`src/rtl/fetch_ctrl.sv`:
```
// fetch_ctrl: instruction-fetch sequencer.
// Owns the program counter and steers the external next-PC mux. It keeps
// at most one instruction-memory request outstanding. Fetched words go to
// decode through a one-entry buffer. Branch/jump redirects from execute
// reload the PC and mark any in-flight fetch as stale.
//
// Ports
//   clk            : clock, all state changes on the rising edge
//   rstn           : asynchronous active-low reset
//   npc            : next PC from the mux (pc+4 or redirect target)
//   npc_sel        : mux select, 2'b00 sequential, 2'b01 offset target
//   pc             : current program counter
//   redirect_valid : one-cycle taken branch/jump pulse from execute
//   stall          : decode cannot accept the buffered instruction
//   imem_req_*     : fetch request channel (address always equals pc)
//   imem_rsp_*     : fetch response channel, one response per request
//   inst_valid     : buffer holds an instruction for decode
//   inst, inst_pc  : buffered instruction word and its address
module fetch_ctrl #(
  parameter logic [31:0] RESET_PC = 32'h0000_0000
) (
  input  logic        clk,
  input  logic        rstn,
  input  logic [31:0] npc,
  output logic [1:0]  npc_sel,
  output logic [31:0] pc,
  input  logic        redirect_valid,
  input  logic        stall,
  output logic        imem_req_valid,
  output logic [31:0] imem_req_addr,
  input  logic        imem_req_ready,
  input  logic        imem_rsp_valid,
  input  logic [31:0] imem_rsp_data,
  output logic        inst_valid,
  output logic [31:0] inst,
  output logic [31:0] inst_pc
);

  typedef enum logic [1:0] {
    IDLE = 2'b00,
    REQ  = 2'b01,
    WAIT = 2'b10
  } state_t;

  state_t      state_r;
  logic        drop_r;
  logic [31:0] pc_r;
  logic        inst_valid_r;
  logic [31:0] inst_r;
  logic [31:0] inst_pc_r;
  logic        req_valid_s;
  logic        hs_s;

  // Request qualification: a fetch is offered only when the buffer slot
  // is free now or will be freed by decode at this edge.
  always_comb begin
    req_valid_s = 1'b0;
    if (state_r == REQ) begin
      req_valid_s = !inst_valid_r || !stall;
    end else begin
      req_valid_s = 1'b0;
    end
  end

  // Handshake and mux select; npc_sel must be combinational so the mux
  // can present the redirect target in the same cycle.
  always_comb begin
    hs_s = req_valid_s && imem_req_ready;
    if (redirect_valid) begin
      npc_sel = 2'b01;
    end else begin
      npc_sel = 2'b00;
    end
  end

  // Fetch FSM, PC register, stale-response flag and instruction buffer.
  always_ff @(posedge clk or negedge rstn) begin
    if (!rstn) begin
      state_r      <= IDLE;
      drop_r       <= 1'b0;
      pc_r         <= RESET_PC;
      inst_valid_r <= 1'b0;
      inst_r       <= 32'h0000_0000;
      inst_pc_r    <= 32'h0000_0000;
    end else begin
      // Decode takes the buffered instruction.
      if (inst_valid_r && !stall) begin
        inst_valid_r <= 1'b0;
      end

      case (state_r)
        IDLE: begin
          state_r <= REQ;
        end
        REQ: begin
          if (hs_s) begin
            state_r <= WAIT;
            // The request just accepted fetches the old path.
            if (redirect_valid) begin
              drop_r <= 1'b1;
            end
          end
        end
        WAIT: begin
          if (imem_rsp_valid) begin
            state_r <= REQ;
            drop_r  <= 1'b0;
            // A redirect that coincides with the response also kills it.
            if (!drop_r && !redirect_valid) begin
              inst_r       <= imem_rsp_data;
              inst_pc_r    <= pc_r;
              inst_valid_r <= 1'b1;
              pc_r         <= npc;
            end
          end else if (redirect_valid) begin
            drop_r <= 1'b1;
          end
        end
        default: begin
          state_r <= IDLE;
          drop_r  <= 1'b0;
        end
      endcase

      // A redirect overrides everything above: new PC, flush the buffer.
      if (redirect_valid) begin
        pc_r         <= npc;
        inst_valid_r <= 1'b0;
      end
    end
  end

  assign pc             = pc_r;
  assign imem_req_addr  = pc_r;
  assign imem_req_valid = req_valid_s;
  assign inst_valid     = inst_valid_r;
  assign inst           = inst_r;
  assign inst_pc        = inst_pc_r;

endmodule

```
`config.mk`:
```
export PLATFORM = sky130hd
export DESIGN_NAME = fetch_ctrl
export DESIGN_NICKNAME = d
export VERILOG_FILES = /design/src/rtl/fetch_ctrl.sv
export SDC_FILE = /design/constraint.sdc
export NUM_CORES = 1
export LEC_CHECK = 0
export BUFFER_PORTS_ARGS = -buffer_cell sky130_fd_sc_hd__buf_2
export CORE_ASPECT_RATIO = 1.25
export CORE_MARGIN = 2
export CORE_UTILIZATION = 42
export DETAILED_ROUTE_END_ITERATION = 6
export PLACE_DENSITY = 0.77
export SLEW_MARGIN = 20
export SYNTH_ARGS = -nofsm -noshare
export SYNTH_HDL_FRONTEND = slang
export SYNTH_SLANG_ARGS = --single-unit
```
`constraint.sdc`:
```
create_clock -name clk -period 1.8 [get_ports clk]
set_clock_uncertainty 0.05 [all_clocks]
set_input_delay 0 -clock clk [delete_from_list [all_inputs] [get_ports clk]]
set_output_delay 0 -clock clk [all_outputs]
set_load 0.02 [all_outputs]
```
Yosys cells after proc, flatten, opt, wreduce, memory -nomap -nowiden:

Cells that the tools add are included.
W data, S select, Z words.

* output and inout port bits: 132
* logic and storage cells: 45
* input bits: 70
* bits in registers: 100

* reduce and logical (&&, ||, !) cells: 16
* eq/ne operators: 4
* mux-type cells: 18
* bitwise operators: 1

Operator list (count)
* $mux W32: 4
* $mux W1: 10
* $pmux W2 S3: 1
* $reduce_and A3 Y1: 2
* $reduce_bool A2 Y1: 3
* $logic_not A1 Y1: 4
* $mux W2: 2
* $ne A2 B2 Y1 const B: 2
* $reduce_and A2 Y1: 2
* $logic_and A1 B1 Y1: 3
* $pmux W1 S3: 1
* $eq A2 B1 Y1 const B: 1
* $eq A2 B2 Y1 const B: 1
* $logic_not A2 Y1: 1
* $logic_or A1 B1 Y1: 1
* $not A1 Y1: 1

Depth between registers and ports, before layout:

Gate-level depths: netlist of the first run.

* depth after elaboration: 7
* depth in mapped cells: 7
* mapped depth without buffers: 5

Worst setup path after synthesis of the first run:

Ideal clock, no wire load.

* path kind: register to register
* start point: register state_r[0]
* end point: register inst_pc_r[1] (netlist: inst_pc[1])
* cell stages (with the launch flop): 7
* slack: 0.096 ns
* setup time: 0.125 ns
* clock period less this slack: 1.704 ns
* arrival: 1.530 ns
* path buffers: 1
* data required time: 1.625 ns
* cells stage by stage: dfrtp_1 inv_1 ha_1 nand3b_4 nor2_4 buf_6 mux2_2

* cells in the longest elaborated chain, start to end: 2

Ends and longest elaborated chain
* start, declared: RTL line 45 `state_t state_r;`
* start signal, assigned: RTL line 79 `state_r <= IDLE;`
* start signal, assigned: RTL line 93 `state_r <= REQ;`
* start signal, assigned: RTL line 97 `state_r <= WAIT;`
* $eq A2 B2 Y1: RTL line 91 `case (state_r)`
* $reduce_and A3 Y1 (no line)
* end signal, assigned: RTL line 111 `inst_pc_r <= pc_r;`
* end, declared: RTL line 50 `logic [31:0] inst_pc_r;`

No other way between the ends.
A chain may end at the register's enable or synchronous reset.

Worst setup path in the final report of the first run:

* start point: register state_r[0]
* end point: register inst_r[21] (netlist: inst[21])

* cells in the longest elaborated chain, start to end: 2

Ends and longest elaborated chain
* $eq A2 B2 Y1: RTL line 91
* $reduce_and A3 Y1 (no line)
* end signal, assigned: RTL line 110 `inst_r <= imem_rsp_data;`
* end, declared: RTL line 49 `logic [31:0] inst_r;`

No other way between the ends.

==> impl_metrics.tcl, run 1 <==
set metrics [dict create \
    syn-num-nets 339 \
    cellPowerDensity_mw_per_mm2 1500 \
    place.gp.congestion 0.732 \
    synth_cells 265 \
    netlist_area_mm2 0.00426 \
    layout_worst_path_cycle_share 0.973 \
    io_buffers 200 \
    grt_pass1_wl_um 14500 \
    cts_made_buffers 9 \
    timing.hold.ws_ps 47.5 \
    cp_max_fo 18 \
    crit_arrival_ps 1920 \
    layout.nets 585 \
    clockBufferDepth 2 \
    drive_gt1_frac 0.630 \
    drc 0 \
    synth-simple-area-share 0.0150 \
    status "finished clean" \
    sw_frac_of_total 0.381 \
    clock_latency_ps 330 \
    synth-compound-area-share 0.0141 \
    num_rows 41 \
    synth-xor-area-share 0 \
    setup.worst_path.end_class "register" \
    wire_per_inst_um 15.5 \
    grt_max_degree 49 \
    vias 2976 \
    hpwl_um 6300 \
    cts_tree "built" \
    maxCapViolations 0 \
    area_delta_synth_final_pct 46.0 \
    timing.critical_path.to "inst[21]$_DFFE_PN0P_" \
    synthMuxAreaShare 0.283 \
    p_int_mw 5.79 \
    finalWirelength_um 10000 \
    combPwrFrac 0.419 \
    fin_ws_ps 49.2 \
    grt-ovfl-total 0 \
    cts.sinks 100 \
    synth_top_family_by_area "multiplexers" \
    synth_seq_cells 100 \
    io_pins 202 \
    setup_viol 0 \
    worst-r2r-cell-count 7 \
    rr_endpoint "inst[21]$_DFFE_PN0P_" \
    p_clk_frac 0.194 \
    cp-start-kind "register" \
    cpPeakStageDelay_ps 390 \
    dpl_worst_slack_ps 4.09 \
    die_w_um 94.1 \
    cp-startpoint "state_r[0]$_DFFE_PN0P_" \
    cts_htree_levels 3 \
    dieArea_mm2 0.0110 \
    hold_violations 0 \
    path_class "reg2reg" \
    hold_class "in2reg" \
    yosys_warnings 0 \
    core_mm2 0.0100 \
    clkTransAtPathRegs_ps 70 \
    finalMaxSlewViolations 0 \
    p_seq_frac 0.387 \
    die_h_um 117 \
    drt_first_pass_iters 5 \
    synth_adder_area_share 0.0118 \
    ir_drop_mv 0.642 \
    power.switching_mw 3.56 \
    tns_ps 0 \
    drtAntennaViolNets 0 \
    power_mw 9.35 \
    worstPathCellList "inv_2 > ha_4 > nand3b_4 > nor2_4 > buf_4 > buf_12 > mux2_2" \
    r2r-start "state_r[0]$_DFFE_PN0P_" \
    syn_avg_cell_area_um2 16.1 \
    place_inst 557 \
    antenna_found_initial 1 \
    grt_pass1_vias 2977 \
    yosysSeqAreaShare 0.588 \
    grt_use_total 0.171 \
    fin_crit_ps 1750 \
    drt_iter0_drc 108 \
    crit_slowest_cell "dfrtp_1" \
    worst-r2r-setup-slack_ps 50 \
    start_util 0.426 \
    layout.cells.non_filler 646 \
    power.leakage_nw 3.19 \
    fmax_ghz 0.571 \
    ys_types 23 \
    avgViaCountPerCell 4.61 \
    root_buffer "clkbuf_16" \
    worstPathRequired_ps 1970 \
]
-- cells in the mapped netlist --
master / n / area, um2
nor2_1: 1 / 3.75
mux2_4: 30 / 450
ha_1: 4 / 50.1
conb_1: 1 / 3.75
nor2_4: 1 / 11.3
dfrtp_1: 100 / 2500
o21ai_0: 1 / 5.00
nand3b_4: 1 / 20.0
mux2_2: 61 / 687
nand2_1: 1 / 3.75
mux2i_1: 1 / 10.0
mux2_1: 5 / 56.3
nor2b_1: 2 / 12.5
a21bo_2: 1 / 10.0
inv_1: 2 / 7.51
o22a_1: 1 / 8.76
o21bai_1: 1 / 7.51
nand2b_1: 1 / 6.26
buf_6: 10 / 113
a21oi_1: 4 / 20.0
and2_1: 1 / 6.26
buf_4: 34 / 255
a2bb2oi_1: 1 / 8.76
-- worst min path at each step --
| stage | from | end | slack, ps | depth (start not counted) |
|---|---|---|---|---|
| after floorplan | rstn | drop_r$_DFFE_PN0P_ | -350 | 0 |
| after global placement | rstn | inst[1]$_DFFE_PN0P_ | -70 | 1 |
| after detailed placement | rstn | inst[1]$_DFFE_PN0P_ | -60 | 1 |
| after CTS | imem_rsp_valid | state_r[1]$_DFFE_PN0P_ | 30 | 3 |
| after global routing | imem_rsp_valid | state_r[1]$_DFFE_PN0P_ | 50 | 3 |
| final | imem_rsp_valid | state_r[1]$_DFFE_PN0P_ | 50 | 3 |
-- cell usage in the layout, fill, tap and decap left out, types with 2 or more instances in the layout --
cell type / synthesis / final
a21oi_1: 4 / 4
clkinvlp_4: 0 / 2
inv_6: 0 / 2
mux2_1: 5 / 5
buf_4: 34 / 6
mux2_2: 61 / 61
dfrtp_1: 100 / 100
buf_2: 0 / 199
clkbuf_16: 0 / 11
ha_1: 4 / 3
mux2_4: 30 / 30
buf_12: 0 / 5
dlygate4sd3_1: 0 / 67
-- state kept, by name, summed over array words and instances, names as in the netlist --
| name | cells |
|---|---|
| state_r | 2 |
| drop_r | 1 |
| imem_req_addr | 32 |
| inst_valid | 1 |
| inst | 32 |
| inst_pc | 32 |
-- through the flow --
step           instance area [um2]  utilization
2_1_floorplan                 4260            -
3_3_place_gp                  5170        0.516
3_5_place_dp                  5170        0.516
4_1_cts                       6120        0.612
5_1_grt                       6220        0.622
6_report                      6220        0.622
-- metal layers --
metal / up-vias / GRT usage / routed length [um]
met3: 7 / 0.0477 / 590
met4: 0 / 0.0483 / 85
met5: - / 0 / 0
met2: 120 / 0.314 / 5370
li1: 1382 / - / -
met1: 1467 / 0.194 / 3950
-- final cells by class --
class,instances,area [um2]
Timing Repair Buffer,279,1860
Inverter,2,7.51
Clock inverter,7,57.6
Tap cell,129,161
Sequential cell,100,2500
Fill cell,760,3780
Multi-Input combinational cell,119,1400
Clock buffer,9,225
Antenna cell,1,2.50
-- logic make-up (layout without fill, tap and decap cells) --
family	Yosys count	after routing
buffers and inverters	46	297
multiplexers	97	97
flip-flops	100	100
adder cells (fa/ha/maj)	4	4
other	1	2
AND/OR/NAND/NOR	8	8
AO/OA/AOI/OAI	9	9
-- worst max-delay path, delay by kind of cell, from the launching register on --
kind                     cells  cell delay [ps]
buffers and inverters        3              420
flip-flops                   1              390
multiplexers                 1              350
AND/OR/NAND/NOR              2              250
adder cells (fa/ha/maj)      1              160
-- power groups by stage --
stage | combinational [mW] | sequential, mW | clock [mW]
finish | 3.92 | 3.62 | 1.82
floorplan | 1.51 | 4.66 | 0
global route | 4.19 | 3.74 | 1.98
global placement | 3.64 | 3.61 | 0
detailed placement | 3.73 | 3.66 | 0
CTS | 3.85 | 3.62 | 1.87
-- repair_timing --
action | 4_1_cts | 5_1_grt
pin swaps | 0 | 1
resized for setup | 1 | 2
hold buffers | 67 | 0
endpoints found under the setup margin | 3 | 69
endpoints found under the hold margin | 147 | 0
buffers inserted | 0 | 3
gates cloned | 0 | 2
No activity file was read; power rests on OpenSTA's default activity.
==> run 2, diff against run 1 <==
--- a/config.mk
+++ b/config.mk
@@ -8,9 +8,9 @@
 export BUFFER_PORTS_ARGS = -buffer_cell sky130_fd_sc_hd__buf_2
 export CORE_ASPECT_RATIO = 1.25
 export CORE_MARGIN = 2
-export CORE_UTILIZATION = 42
+export CORE_UTILIZATION = 35
 export DETAILED_ROUTE_END_ITERATION = 6
-export PLACE_DENSITY = 0.77
+export PLACE_DENSITY = 0.67
 export SLEW_MARGIN = 20
 export SYNTH_ARGS = -nofsm -noshare
 export SYNTH_HDL_FRONTEND = slang
==> constraint.sdc (replaced) <==
create_clock -name clk -period 1.8 [get_ports clk]
set_clock_uncertainty 0.05 [all_clocks]
set_input_delay 0.27 -clock clk [delete_from_list [all_inputs] [get_ports clk]]
set_output_delay 0.27 -clock clk [all_outputs]
set_load 0.02 [all_outputs]
==> run 2 against run 1 <==
Against the previous run:
- power fell by 1.6%
- setup slack improved by 12 ps
- maximum frequency rose by 0.70%
- first-iteration DRC count fell by 64%
- global-route usage fell by 4.0 points
- die area rose by 19%
- sequential share of layout area rose by 4.5 points
- worst hold slack improved by 59 ps
- critical path depth did not move
- cell count fell by 5.7%
- clock-buffer cell count rose by 1
- design area fell by 10%
- critical endpoint is now inst_pc[2]$_DFFE_PN0P_
==> impl_metrics.tcl, run 2 (synthesis gave the netlist of run 1 again) <==
set metrics [dict create \
    hold_class "in2reg" \
    final_cell_mix "199 x buf_2, 100 x dfrtp_1, 61 x mux2_2" \
    wire_per_inst_um 14.4 \
    combPwrFrac 0.407 \
    dieArea_mm2 0.0131 \
    setup_viol 0 \
    hold_violations 0 \
    layout_worst_path_cycle_share 0.966 \
    rsz0062_at_grt "yes" \
    hpwl_um 6320 \
    grt_pass1_wl_um 13000 \
    die_h_um 127 \
    start_util 0.355 \
    cellPowerDensity_mw_per_mm2 1650 \
    area_delta_synth_final_pct 31.3 \
    crit_family "buffers and inverters" \
    cts_htree_levels 3 \
    io_buffers 200 \
    num_rows 45 \
    multi_input_area_mm2 0.00140 \
    regArea_mm2 0.00250 \
    status "finished clean" \
    place.gp.congestion 0.758 \
    hold_depth 2 \
    fmax_ghz 0.575 \
    clock_latency_ps 340 \
    power.switching_mw 3.41 \
    grt_pass1_vias 2614 \
    cp-start-kind "register" \
    worstPathCellList "inv_2 > ha_4 > nand3b_4 > nor2_4 > buf_12 > clkbuf_16 > mux2_2" \
    worstPathRequired_ps 1970 \
    timing.hold.ws_ps 107 \
    grtUsageMet1 0.155 \
    grt_most_used_layer "met2" \
    path_buf_inv 3 \
    cts_made_buffers 9 \
    layout.nets 516 \
    core_mm2 0.0120 \
    cp_max_fo 16 \
    p_seq_frac 0.392 \
    path_class "reg2reg" \
    crit_slowest_cell "dfrtp_1" \
    cts_tree "built" \
    drt_first_pass_iters 2 \
    die_w_um 103 \
    avgViaCountPerCell 4.33 \
    root_buffer "clkbuf_16" \
    fin_crit_ps 1740 \
    p_clk_frac 0.202 \
    drive_gt1_frac 0.719 \
    drt_iter0_drc 39 \
    cp.depth 7 \
    p_int_mw 5.79 \
    grt_use_total 0.131 \
    setup.worst_path.end_class "register" \
    worst-r2r-cell-count 7 \
    clkTransAtPathRegs_ps 60 \
    antenna_found_initial 0 \
    sw_frac_of_total 0.371 \
    power.leakage_nw 2.89 \
    drc 0 \
    tns_ps 0 \
    grt-ovfl-total 0 \
    grt_max_degree 54 \
    nFillCells 1082 \
    finalWirelength_um 8790 \
    worst_pin_slew_ps 598 \
    finalMaxSlewViolations 0 \
    ir_drop_mv 0.570 \
    vias 2639 \
    use_met2 0.218 \
    slew-limit-headroom 0.601 \
    cts.sinks 100 \
    grtUsageMet3 0.0230 \
    n_antenna_cell 0 \
    maxCapViolations 0 \
    cpPeakStageDelay_ps 410 \
    final_common_cell "buf_2" \
    worst-r2r-setup-slack_ps 60 \
    io_pins 202 \
    clockBufferDepth 2 \
    drtAntennaViolNets 0 \
    crit_arrival_ps 1910 \
]
==> run 2: layout make-up <==
class                      count  area share
timing repair buffer         210       0.213
multi-input combinational    119       0.251
clock buffer                  10      0.0409
tap                          164      0.0367
sequential                   100       0.448
inverter                       2     0.00134
clock inverter                 4     0.00940
==> run 2: final timing paths <==
| path | start | to |
|---|---|---|
| max in group asynchronous | rstn | imem_req_addr[5]$_DFFE_PN0P_ |
| max | state_r[0]$_DFFE_PN0P_ | inst_pc[2]$_DFFE_PN0P_ |
| min | imem_rsp_data[6] | inst[6]$_DFFE_PN0P_ |
| min reg2reg | inst_pc[9]$_DFFE_PN0P_ | inst_pc[9]$_DFFE_PN0P_ |
| max reg2reg | state_r[0]$_DFFE_PN0P_ | inst_pc[2]$_DFFE_PN0P_ |
| min in group asynchronous | rstn | inst[15]$_DFFE_PN0P_ |
==> run 2: stage by stage <==
stage	cell area, um2	setup slack, ps	power, mW	util	cells
2_1_floorplan	4260	95.8	6.17	-	265
3_3_place_gp	5220	64.5	7.29	0.435	591
3_5_place_dp	5220	27.8	7.39	0.435	591
4_1_cts	5510	14.1	9.29	0.459	606
5_1_grt	5590	-11.0	9.74	0.466	609
6_report	5590	61.5	9.20	0.466	609
==> run 2: metal layers <==
layer  vias to the layer above  wire length, um
li1                       1231                -
met5                         -                0
met1                      1290             3520
met3                        16              478
met4                         0              262
met2                       102             4530
==> run 2: repair_timing <==
| action | in CTS | in global routing |
|---|---|---|
| gates resized for setup | 0 | 4 |
| setup endpoints to repair | 0 | 87 |
| buffers inserted | 0 | 1 |
| hold buffers | 1 | 0 |
| hold endpoints to repair | 53 | 0 |
==> run 2: power by group through the flow <==
stage | combinational [mW] | sequential [mW] | clock [mW]
after floorplan | 1.51 | 4.66 | 0
after global placement | 3.67 | 3.62 | 0
after detailed placement | 3.74 | 3.65 | 0
after CTS | 3.75 | 3.61 | 1.93
after global routing | 3.99 | 3.73 | 2.03
final | 3.74 | 3.60 | 1.85
==> run 3, diff against run 2 <==
--- a/config.mk
+++ b/config.mk
@@ -10,6 +10,7 @@
 export CORE_MARGIN = 2
 export CORE_UTILIZATION = 35
 export DETAILED_ROUTE_END_ITERATION = 6
+export HOLD_SLACK_MARGIN = 0.15
 export PLACE_DENSITY = 0.67
 export SLEW_MARGIN = 20
 export SYNTH_ARGS = -nofsm -noshare
==> run 3 against run 2 <==
Against the previous run:
- setup slack better by 4.8 ps
- cell count grew 11%
- die area stayed put
- clock-buffer cell count is the same
- register-to-register slack about the same
- largest power group unchanged
- sequential power about the same
- wire length up 13%
==> impl_metrics.tcl, run 3 (synthesis gave the netlist of run 1 again) <==
set metrics [dict create \
    cp-start-kind "register" \
    drt_iter0_drc 63 \
    finalMaxSlewViolations 0 \
    crit_slowest_cell "dfrtp_1" \
    layout_worst_path_cycle_share 0.963 \
    grt_use_total 0.146 \
    grt_pass1_wl_um 14500 \
    nFillCells 1002 \
    hpwl_um 6320 \
    p_seq_frac 0.387 \
    cts_htree_levels 3 \
    worst_pin_slew_ps 598 \
    start_util 0.355 \
    avgViaCountPerCell 4.39 \
    combPwrFrac 0.415 \
    place.gp.congestion 0.758 \
    fmax_ghz 0.577 \
    use_met2 0.258 \
    grt_pass1_vias 3007 \
    drtAntennaViolNets 0 \
    status "finished clean" \
    grt-ovfl-total 0 \
    grtUsageMet3 0.0268 \
    finalWirelength_um 9940 \
    fin_crit_ps 1730 \
    sw_frac_of_total 0.371 \
    hold_violations 0 \
    vias 2960 \
    worstPathCellList "inv_2 > ha_4 > nand3b_4 > nor2_4 > buf_12 > clkbuf_16 > mux2_2" \
    dieArea_mm2 0.0131 \
    core_mm2 0.0120 \
    crit_arrival_ps 1910 \
    hold_class "in2reg" \
    fin_ws_ps 66.3 \
    path_buf_inv 3 \
    layout.nets 582 \
    power_mw 9.36 \
    grt_max_degree 54 \
    grt_most_used_layer "met2" \
    cts_tree "built" \
    rsz0062_at_grt "yes" \
    drive_gt1_frac 0.626 \
    wire_per_inst_um 14.7 \
    crit_family "buffers and inverters" \
    dpl_worst_slack_ps 27.8 \
    clkTransAtPathRegs_ps 60 \
    slew-limit-headroom 0.601 \
    drt_first_pass_iters 4 \
    num_rows 45 \
    place_inst 591 \
    io_buffers 200 \
    area_delta_synth_final_pct 46.8 \
    die_w_um 103 \
    p_int_mw 5.88 \
    ir_drop_mv 0.548 \
    clockBufferDepth 2 \
    drc 0 \
    utilization 0.521 \
    worstPathRequired_ps 1970 \
    die_h_um 127 \
    cp_max_fo 16 \
    grtUsageMet1 0.160 \
    p_clk_frac 0.198 \
    cpPeakStageDelay_ps 410 \
    io_pins 202 \
    final_cell_mix "199 x buf_2, 100 x dfrtp_1, 67 x dlygate4sd3_1" \
    clock_latency_ps 340 \
    power.switching_mw 3.47 \
    cts_made_buffers 9 \
    power.leakage_nw 3.17 \
    layout.cells.non_filler 675 \
    root_buffer "clkbuf_16" \
    setup_viol 0 \
    cellPowerDensity_mw_per_mm2 1500 \
    final_common_cell "buf_2" \
    cts.sinks 100 \
    path_class "reg2reg" \
    antenna_found_initial 0 \
    maxCapViolations 0 \
    n_antenna_cell 0 \
    setup.worst_path.end_class "register" \
]
-- run 3: path summary, 6_finish.rpt --
| check | start | to | slack (ps) | depth (start not counted) |
|---|---|---|---|---|
| worst max-delay path | state_r[0]$_DFFE_PN0P_ | inst[25]$_DFFE_PN0P_ | 70 | 7 |
| worst min-delay path | imem_rsp_valid | state_r[1]$_DFFE_PN0P_ | 320 | 3 |
| worst max register to register | state_r[0]$_DFFE_PN0P_ | inst[25]$_DFFE_PN0P_ | 70 | 7 |
| worst min register to register | inst_pc[9]$_DFFE_PN0P_ | inst_pc[9]$_DFFE_PN0P_ | 430 | 1 |
| max in group asynchronous | rstn | imem_req_addr[5]$_DFFE_PN0P_ | 720 | 3 |
| min in group asynchronous | rstn | inst[15]$_DFFE_PN0P_ | 410 | 3 |
-- run 3: tightest hold or removal path, stage by stage --
cell and delay (ps):
buf_2 120, nor2b_1 80, o22a_1 200
-- run 3: what timing repair did --
action                                  CTS  global route
endpoints found under the setup margin    0            87
hold endpoints to repair                165             0
hold buffers                             67             0
resized for setup                         0             4
buffers inserted                          0             1
-- run 3: per-stage QoR --
| stage | TNS (ps) | cell area (um2) | hold WS (ps) |
|---|---|---|---|
| 6_report | 0 | 6250 | 321 |
| 2_1_floorplan | 0 | 4260 | -75.6 |
| 3_5_place_dp | 0 | 5220 | 222 |
| 5_1_grt | -13.7 | 6250 | 328 |
| 4_1_cts | 0 | 6170 | 308 |
| 3_3_place_gp | 0 | 5220 | 223 |
-- run 3: cell type report --
class | instances | area, um2 | area share
inverters | 2 | 7.51 | 0.00120
clock buffers | 10 | 229 | 0.0366
repair buffers | 276 | 1850 | 0.296
clock inverters | 4 | 52.6 | 0.00841
well taps | 164 | 205 | 0.0328
flip-flops and latches | 100 | 2500 | 0.400
multi-input cells | 119 | 1400 | 0.225
-- run 3: per-layer routing --
layer | wire [um] | share of wire
met1 | 3790 | 0.38
met2 | 5360 | 0.54
met3 | 504 | 0.051
met4 | 278 | 0.028
met5 | 0 | 0
-- run 3: power by group through the flow --
| stage | Sequential (mW) | Clock [mW] | Combinational (mW) |
|---|---|---|---|
| 2_1_floorplan | 4.66 | 0 | 1.51 |
| 3_3_place_gp | 3.62 | 0 | 3.67 |
| 3_5_place_dp | 3.65 | 0 | 3.74 |
| 4_1_cts | 3.61 | 1.93 | 3.86 |
| 5_1_grt | 3.73 | 2.01 | 4.13 |
| 6_report | 3.62 | 1.86 | 3.88 |
